## src/rtl/img_pkg.sv

```systemverilog
// Shared image-datapath defaults and the line-length clamp used when a new frame starts.
package img_pkg;

    localparam int unsigned DATA_W_DEF  = 8;
    localparam int unsigned MAX_LEN_DEF = 128;

    // A zero or oversized programmed length falls back to the full line.
    function automatic int unsigned clamp_len(input int unsigned len_in,
                                              input int unsigned max_len);
        return ((len_in == 0) || (len_in > max_len)) ? max_len : len_in;
    endfunction

endpackage

```

## src/rtl/line_delay.sv

```systemverilog
// One line of pixel storage: synchronous-read RAM, read-before-write on a shared address.
// FWD=1 bypasses a same-address write into the read register (used by the delayed cascade stages).
module line_delay
    import img_pkg::*;
#(
    parameter int unsigned DATA_W = DATA_W_DEF,
    parameter int unsigned DEPTH  = MAX_LEN_DEF,
    parameter int unsigned AW     = $clog2(DEPTH),
    parameter bit          FWD    = 1'b0
) (
    input  logic              clk,
    input  logic              rst,
    input  logic              i_re,
    input  logic [AW-1:0]     i_raddr,
    input  logic              i_we,
    input  logic [AW-1:0]     i_waddr,
    input  logic [DATA_W-1:0] i_wdata,
    output logic [DATA_W-1:0] o_rdata
);

    logic [DATA_W-1:0] r_mem [DEPTH];
    logic [DATA_W-1:0] r_rdata;
    logic              w_fwd;

    assign w_fwd   = FWD && i_we && (i_waddr == i_raddr);
    assign o_rdata = r_rdata;

    // Storage array: no reset so it maps onto block RAM.
    always_ff @(posedge clk) begin
        if (i_we) begin
            r_mem[i_waddr] <= i_wdata;
        end
    end

    always_ff @(posedge clk or posedge rst) begin
        if (rst) begin
            r_rdata <= '0;
        end else if (i_re) begin
            r_rdata <= w_fwd ? i_wdata : r_mem[i_raddr];
        end
    end

endmodule

```

## src/rtl/line_buffer_mt.sv

```systemverilog
// Multi-tap line buffer: presents the current pixel plus the same column from the previous TAPS-1 lines.
// Cascade writes into stages j>0 are deferred to the next accepted pixel so every RAM keeps a registered read.
module line_buffer_mt
    import img_pkg::*;
#(
    parameter int unsigned DATA_W  = DATA_W_DEF,
    parameter int unsigned MAX_LEN = MAX_LEN_DEF,
    parameter int unsigned TAPS    = 3,
    parameter int unsigned LEN_W   = $clog2(MAX_LEN) + 1
) (
    input  logic                   clk,
    input  logic                   rst,
    input  logic                   clr,
    input  logic [LEN_W-1:0]       line_len,
    input  logic                   en,
    input  logic [DATA_W-1:0]      data_in,
    output logic [TAPS*DATA_W-1:0] data_out,
    output logic [TAPS-1:0]        tap_valid,
    output logic                   out_stb,
    output logic [LEN_W-1:0]       col,
    output logic                   line_end
);

    localparam int unsigned AW   = $clog2(MAX_LEN);
    localparam int unsigned PC_W = $clog2((TAPS - 1) * MAX_LEN + 2);

    logic [LEN_W-1:0]  r_len;
    logic [LEN_W-1:0]  r_wp;
    logic [AW-1:0]     r_wp_prev;
    logic              r_wr_pend;
    logic [PC_W-1:0]   r_pc;
    logic [DATA_W-1:0] r_tap0;
    logic [TAPS-1:0]   r_tap_valid;
    logic              r_out_stb;
    logic [LEN_W-1:0]  r_col;
    logic              r_line_end;

    logic              w_acc;
    logic              w_wp_last;
    logic [AW-1:0]     w_addr;
    logic [PC_W-1:0]   w_pc_sat;
    logic [PC_W-1:0]   w_pc_nxt;
    logic [TAPS-1:0]   w_tv;
    logic [DATA_W-1:0] w_rd [TAPS-1];

    assign w_acc     = en && !clr;
    assign w_wp_last = (r_wp == r_len - LEN_W'(1));
    assign w_addr    = r_wp[AW-1:0];

    // Saturating push count and the per-tap validity it implies after this push.
    always_comb begin
        w_pc_sat = PC_W'(TAPS - 1) * PC_W'(r_len) + PC_W'(1);
        w_pc_nxt = (r_pc >= w_pc_sat) ? r_pc : r_pc + PC_W'(1);
        w_tv     = '0;
        for (int k = 0; k < int'(TAPS); k++) begin
            w_tv[k] = (w_pc_nxt >= PC_W'(k) * PC_W'(r_len) + PC_W'(1));
        end
    end

    always_ff @(posedge clk or posedge rst) begin
        if (rst) begin
            r_len     <= LEN_W'(MAX_LEN);
            r_wp      <= '0;
            r_wp_prev <= '0;
            r_wr_pend <= 1'b0;
            r_pc      <= '0;
        end else if (clr) begin
            r_len     <= LEN_W'(clamp_len(32'(line_len), MAX_LEN));
            r_wp      <= '0;
            r_wr_pend <= 1'b0;
            r_pc      <= '0;
        end else if (w_acc) begin
            r_wp      <= w_wp_last ? '0 : r_wp + LEN_W'(1);
            r_wp_prev <= w_addr;
            r_wr_pend <= 1'b1;
            r_pc      <= w_pc_nxt;
        end
    end

    // Output register; the deeper taps are the RAM read registers themselves.
    always_ff @(posedge clk or posedge rst) begin
        if (rst) begin
            r_tap0      <= '0;
            r_tap_valid <= '0;
            r_out_stb   <= 1'b0;
            r_col       <= '0;
            r_line_end  <= 1'b0;
        end else if (clr) begin
            r_tap_valid <= '0;
            r_out_stb   <= 1'b0;
            r_col       <= '0;
            r_line_end  <= 1'b0;
        end else if (w_acc) begin
            r_tap0      <= data_in;
            r_tap_valid <= w_tv;
            r_out_stb   <= 1'b1;
            r_col       <= r_wp;
            r_line_end  <= w_wp_last;
        end else begin
            r_out_stb   <= 1'b0;
            r_line_end  <= 1'b0;
        end
    end

    genvar j;
    generate
        for (j = 0; j < int'(TAPS) - 1; j++) begin : g_line
            if (j == 0) begin : g_first
                line_delay #(
                    .DATA_W (DATA_W),
                    .DEPTH  (MAX_LEN),
                    .AW     (AW),
                    .FWD    (1'b0)
                ) u_line (
                    .clk     (clk),
                    .rst     (rst),
                    .i_re    (w_acc),
                    .i_raddr (w_addr),
                    .i_we    (w_acc),
                    .i_waddr (w_addr),
                    .i_wdata (data_in),
                    .o_rdata (w_rd[j])
                );
            end else begin : g_next
                // Writes what the previous stage read on the last accepted pixel, at that pixel's address.
                line_delay #(
                    .DATA_W (DATA_W),
                    .DEPTH  (MAX_LEN),
                    .AW     (AW),
                    .FWD    (1'b1)
                ) u_line (
                    .clk     (clk),
                    .rst     (rst),
                    .i_re    (w_acc),
                    .i_raddr (w_addr),
                    .i_we    (w_acc && r_wr_pend),
                    .i_waddr (r_wp_prev),
                    .i_wdata (w_rd[j-1]),
                    .o_rdata (w_rd[j])
                );
            end
            assign data_out[(j+1)*DATA_W +: DATA_W] = w_rd[j];
        end
    endgenerate

    assign data_out[0 +: DATA_W] = r_tap0;
    assign tap_valid = r_tap_valid;
    assign out_stb   = r_out_stb;
    assign col       = r_col;
    assign line_end  = r_line_end;

endmodule

```

## config.mk

```make
export PLATFORM = sky130hd
export DESIGN_NAME = line_buffer_mt
export DESIGN_NICKNAME = d
export VERILOG_FILES = /design/src/rtl/img_pkg.sv /design/src/rtl/line_delay.sv /design/src/rtl/line_buffer_mt.sv
export SDC_FILE = /design/constraint.sdc
export NUM_CORES = 2
export LEC_CHECK = 0
export CAP_MARGIN = 25
export CORE_MARGIN = 2
export CORE_UTILIZATION = 30
export CTS_CLUSTER_SIZE = 8
export DETAILED_ROUTE_END_ITERATION = 12
export GPL_TIMING_DRIVEN = 1
export MAX_ROUTING_LAYER = met4
export PLACE_DENSITY_LB_ADDON = 0.15
export SLEW_MARGIN = 20
export SYNTH_ARGS = -nofsm -noshare
export SYNTH_HDL_FRONTEND = slang
export SYNTH_SLANG_ARGS = --single-unit
```

## constraint.sdc

```tcl
create_clock -name clk -period 4.05 [get_ports clk]
set_clock_uncertainty 0.05 [all_clocks]
set_input_delay 0.6075 -clock clk [delete_from_list [all_inputs] [get_ports clk]]
set_output_delay 0.6075 -clock clk [all_outputs]
set_load 0.02 [all_outputs]
```

==> results.json <==
{
  "outcome": "finished, final reports clean",
  "cts_resized": 0,
  "cp_max_fo": 30,
  "p_switching_mw": 13.7,
  "powerDensity_nw_per_um2": 558,
  "start_util": 0.302,
  "timing.final.crit_share": 0.932,
  "top_regs": "g_line.g_first.u_line.r_mem: 1024 flops, g_line.g_next.u_line.r_mem: 1024 flops, r_pc: 9 flops",
  "relSlewSlack": 0.266,
  "synth.cell_area_um2": 80100,
  "reg2reg_to": "g_line[1].g_next.u_line.o_rdata[7]",
  "final_cell_mix": "edfxtp_1 (2,048), a22oi_1 (596), buf_4 (520), nor2_1 (330), clkbuf_16 (315)",
  "path_cells": "and3b_4, buf_12, buf_12, a22o_1, a221oi_1, a31oi_1, o21ai_0, nand3_1, o21a_1",
  "grt_first_pass_wirelength_mm": 406,
  "async_reset_ff_frac": 0.0331,
  "cap_violations": 0,
  "reg2regPathDepth": 9,
  "overflow": 0,
  "vias": 49000,
  "cts_tree": "built",
  "dpl_worst_slack_ns": 0.350,
  "ant_nets": 0,
  "cts_root_buffer": "clkbuf_16",
  "wl_met2_mm": 132,
  "syn_area_per_cell_um2": 17.2,
  "cts_hold_buffers": 0,
  "cts_setup_buffers": 0,
  "drt-initial-drc-count": 5773,
  "worst_path_largest_cell_delay_ns": 0.72,
  "cp-start-kind": "flop",
  "hold_viol": 0,
  "dieArea_um2": 271000,
  "clock_path_buffers": 4,
  "first_pass_iters": 6,
  "finalSetupViolations": 0,
  "worst_slew_pin_slew_ns": 1.10,
  "slew_violations": 0,
  "required_ns": 4.73,
  "dp_hpwl_mm": 185,
  "yosysSeqAreaShare": 0.790,
  "final_common_cell": "edfxtp_1",
  "cts_htree_levels": 5,
  "syn_nets": 4711,
  "yosysUniqueCellTypes": 80,
  "die_w_um": 521,
  "hold_ws_ns": 0.173,
  "syn_inst": 4664,
  "route.detailed.drc": 0,
  "holdPathStages": 1,
  "die_h_um": 521,
  "comb_power_share": 0.112,
  "synth_top_area_share": 0.768,
  "clock_sinks": 2118,
  "ios": 57,
  "seq_power_share": 0.463,
  "synthTopCellsByArea": "edfxtp_1 (77%), a22oi_1 (5.6%), dfrtp_1 (2.2%), a221oi_1 (1.8%), nor2_1 (1.6%)",
  "startpoint": "r_wp[0]",
  "clk-insertion-delay-late_ns": 0.86,
  "synth-seq-cells": 2118,
  "fmax_mhz": 265,
  "holdPathEnd": "g_line[0].g_first.u_line.r_mem[30][2]",
  "min_path_type": "in -> reg",
  "fin_ws_ns": 0.275,
  "wire_per_inst_um": 32.8,
  "viasPerCell": 5.49,
  "grt_pass1_vias": 48000,
  "highest_layer": "met4",
  "synth-main-ff-cell": "edfxtp_1",
  "fin_crit_ns": 3.78,
  "worstSetupPathType": "reg -> reg",
  "grt_antenna_before_repair": 13,
  "cp_common_cell": "buf_12",
  "place_area_um2": 88800,
  "ir_worst_vdd_mv": 0.315,
  "wl_mm": 293,
  "yosys_warnings": 0,
  "syn2layout_area_growth_pct": 21.3,
  "nets": 5323,
  "internal_power_mw": 40.5,
  "drive_above_1_share": 0.191,
  "met3RoutedLength_mm": 20.1,
  "m1WireLength_mm": 134,
  "clockPowerShare": 0.425,
  "p_leak_nw": 30.4,
  "synth-edff-count": 2048,
  "ff2ff_setup_slack_ns": 0.27,
  "rsz0062_at_grt": "no",
  "r2r-start": "r_wp[0]",
  "crit_arrival_ns": 4.45,
  "numCtsBuffers": 307,
  "p_sw_frac": 0.253,
  "grt.total_usage": 0.218,
  "synth.largest_area_cell": "edfxtp_1",
  "clk_pin_slew_ns": 0.05,
  "critPathCaptureType": "flop",
  "core_um2": 265000,
  "fp-row-count": 189,
  "critPathSlowestCell": "dfrtp_4",
  "place_congestion": 0.877,
  "fin_util": 0.366,
  "hold_path.startpoint": "data_in[2]",
  "fin_area_um2": 97100,
  "numPortBuffers": 56,
  "fin_setup_tns_ns": 0,
  "grt_max_degree": 131
}
final cells by class:
type                            count  area (µm²)
Antenna cell                        9        22.5
Clock buffer                      396        8190
Clock inverter                     12         143
Fill cell                       24800      168000
Inverter                           24        92.6
Multi-Input combinational cell   2194       15300
Sequential cell                  2118       63300
Tap cell                         3533        4420
Timing Repair Buffer              631        5650
worst max-delay path by stage:
stage | cells after the start | endpoint
finish | 9 | g_line[1].g_next.u_line.o_rdata[7]
floorplan | 17 | tap_valid[1]
global route | 8 | g_line[1].g_next.u_line.o_rdata[2]
CTS | 9 | g_line[1].g_next.u_line.o_rdata[7]
global placement | 9 | g_line[1].g_next.u_line.o_rdata[7]
detailed placement | 9 | g_line[1].g_next.u_line.o_rdata[7]
worst max-delay path: cells and delay by family (launching register included):
family | cells | cell delay, ns
AOI/OAI and AO/OA | 5 | 1.77
DFF | 1 | 0.72
buffers and inverters | 2 | 0.46
and+or+nand+nor | 2 | 0.59
stage by stage:
| step | cells | power (mW) |
|---|---|---|
| 6_report | 8917 | 54.2 |
| 5_1_grt | 8913 | 55.8 |
| 4_1_cts | 8908 | 54.6 |
| 3_5_place_dp | 8500 | 31.6 |
| 3_3_place_gp | 8498 | 31.6 |
| 2_1_floorplan | 4664 | 28.3 |
cells by family after synthesis:
group / count (synthesis) / share of synthesized area
mux: 115 / 0.0173
buf+inv: 352 / 0.0194
simple gates: 685 / 0.0387
xor+xnor: 43 / 0.00470
compound gates: 1324 / 0.126
fa+ha+maj: 27 / 0.00422
flops: 2118 / 0.790
cells in the mapped netlist, types with 13 or more instances:
library cell	instances
nand3_1	42
xor2_1	19
mux2i_1	45
dfrtp_1	69
a31oi_1	102
edfxtp_1	2048
buf_2	145
nor3_1	18
a21oi_1	80
nand4_1	28
a22oi_1	596
a221o_1	13
inv_1	20
o21ai_0	54
a22o_1	118
mux2_2	57
mux4_2	13
ha_1	27
nor2b_1	15
nand2_1	145
xnor2_1	24
a221oi_1	168
nor2_1	332
clkbuf_1	129
and3_1	14
a41oi_1	78
buf_1	41
nor4_1	41
routing by layer:
layer | GRT usage | up-vias
met5 | - | -
met4 | 0.0501 | 0
met3 | 0.0361 | 361
met2 | 0.324 | 2001
met1 | 0.313 | 26200
li1 | - | 20400
power by group through the flow:
| stage | clock network, mW | logic, mW | registers [mW] |
|---|---|---|---|
| after floorplan | 0 | 2.58 | 25.7 |
| after global placement | 0 | 6.08 | 25.5 |
| after detailed placement | 0 | 6.08 | 25.5 |
| after CTS | 23.5 | 6.09 | 25.1 |
| after global routing | 24.3 | 6.39 | 25.1 |
| final | 23.0 | 6.07 | 25.1 |
Note: power is estimated with default switching activity, not from simulation.
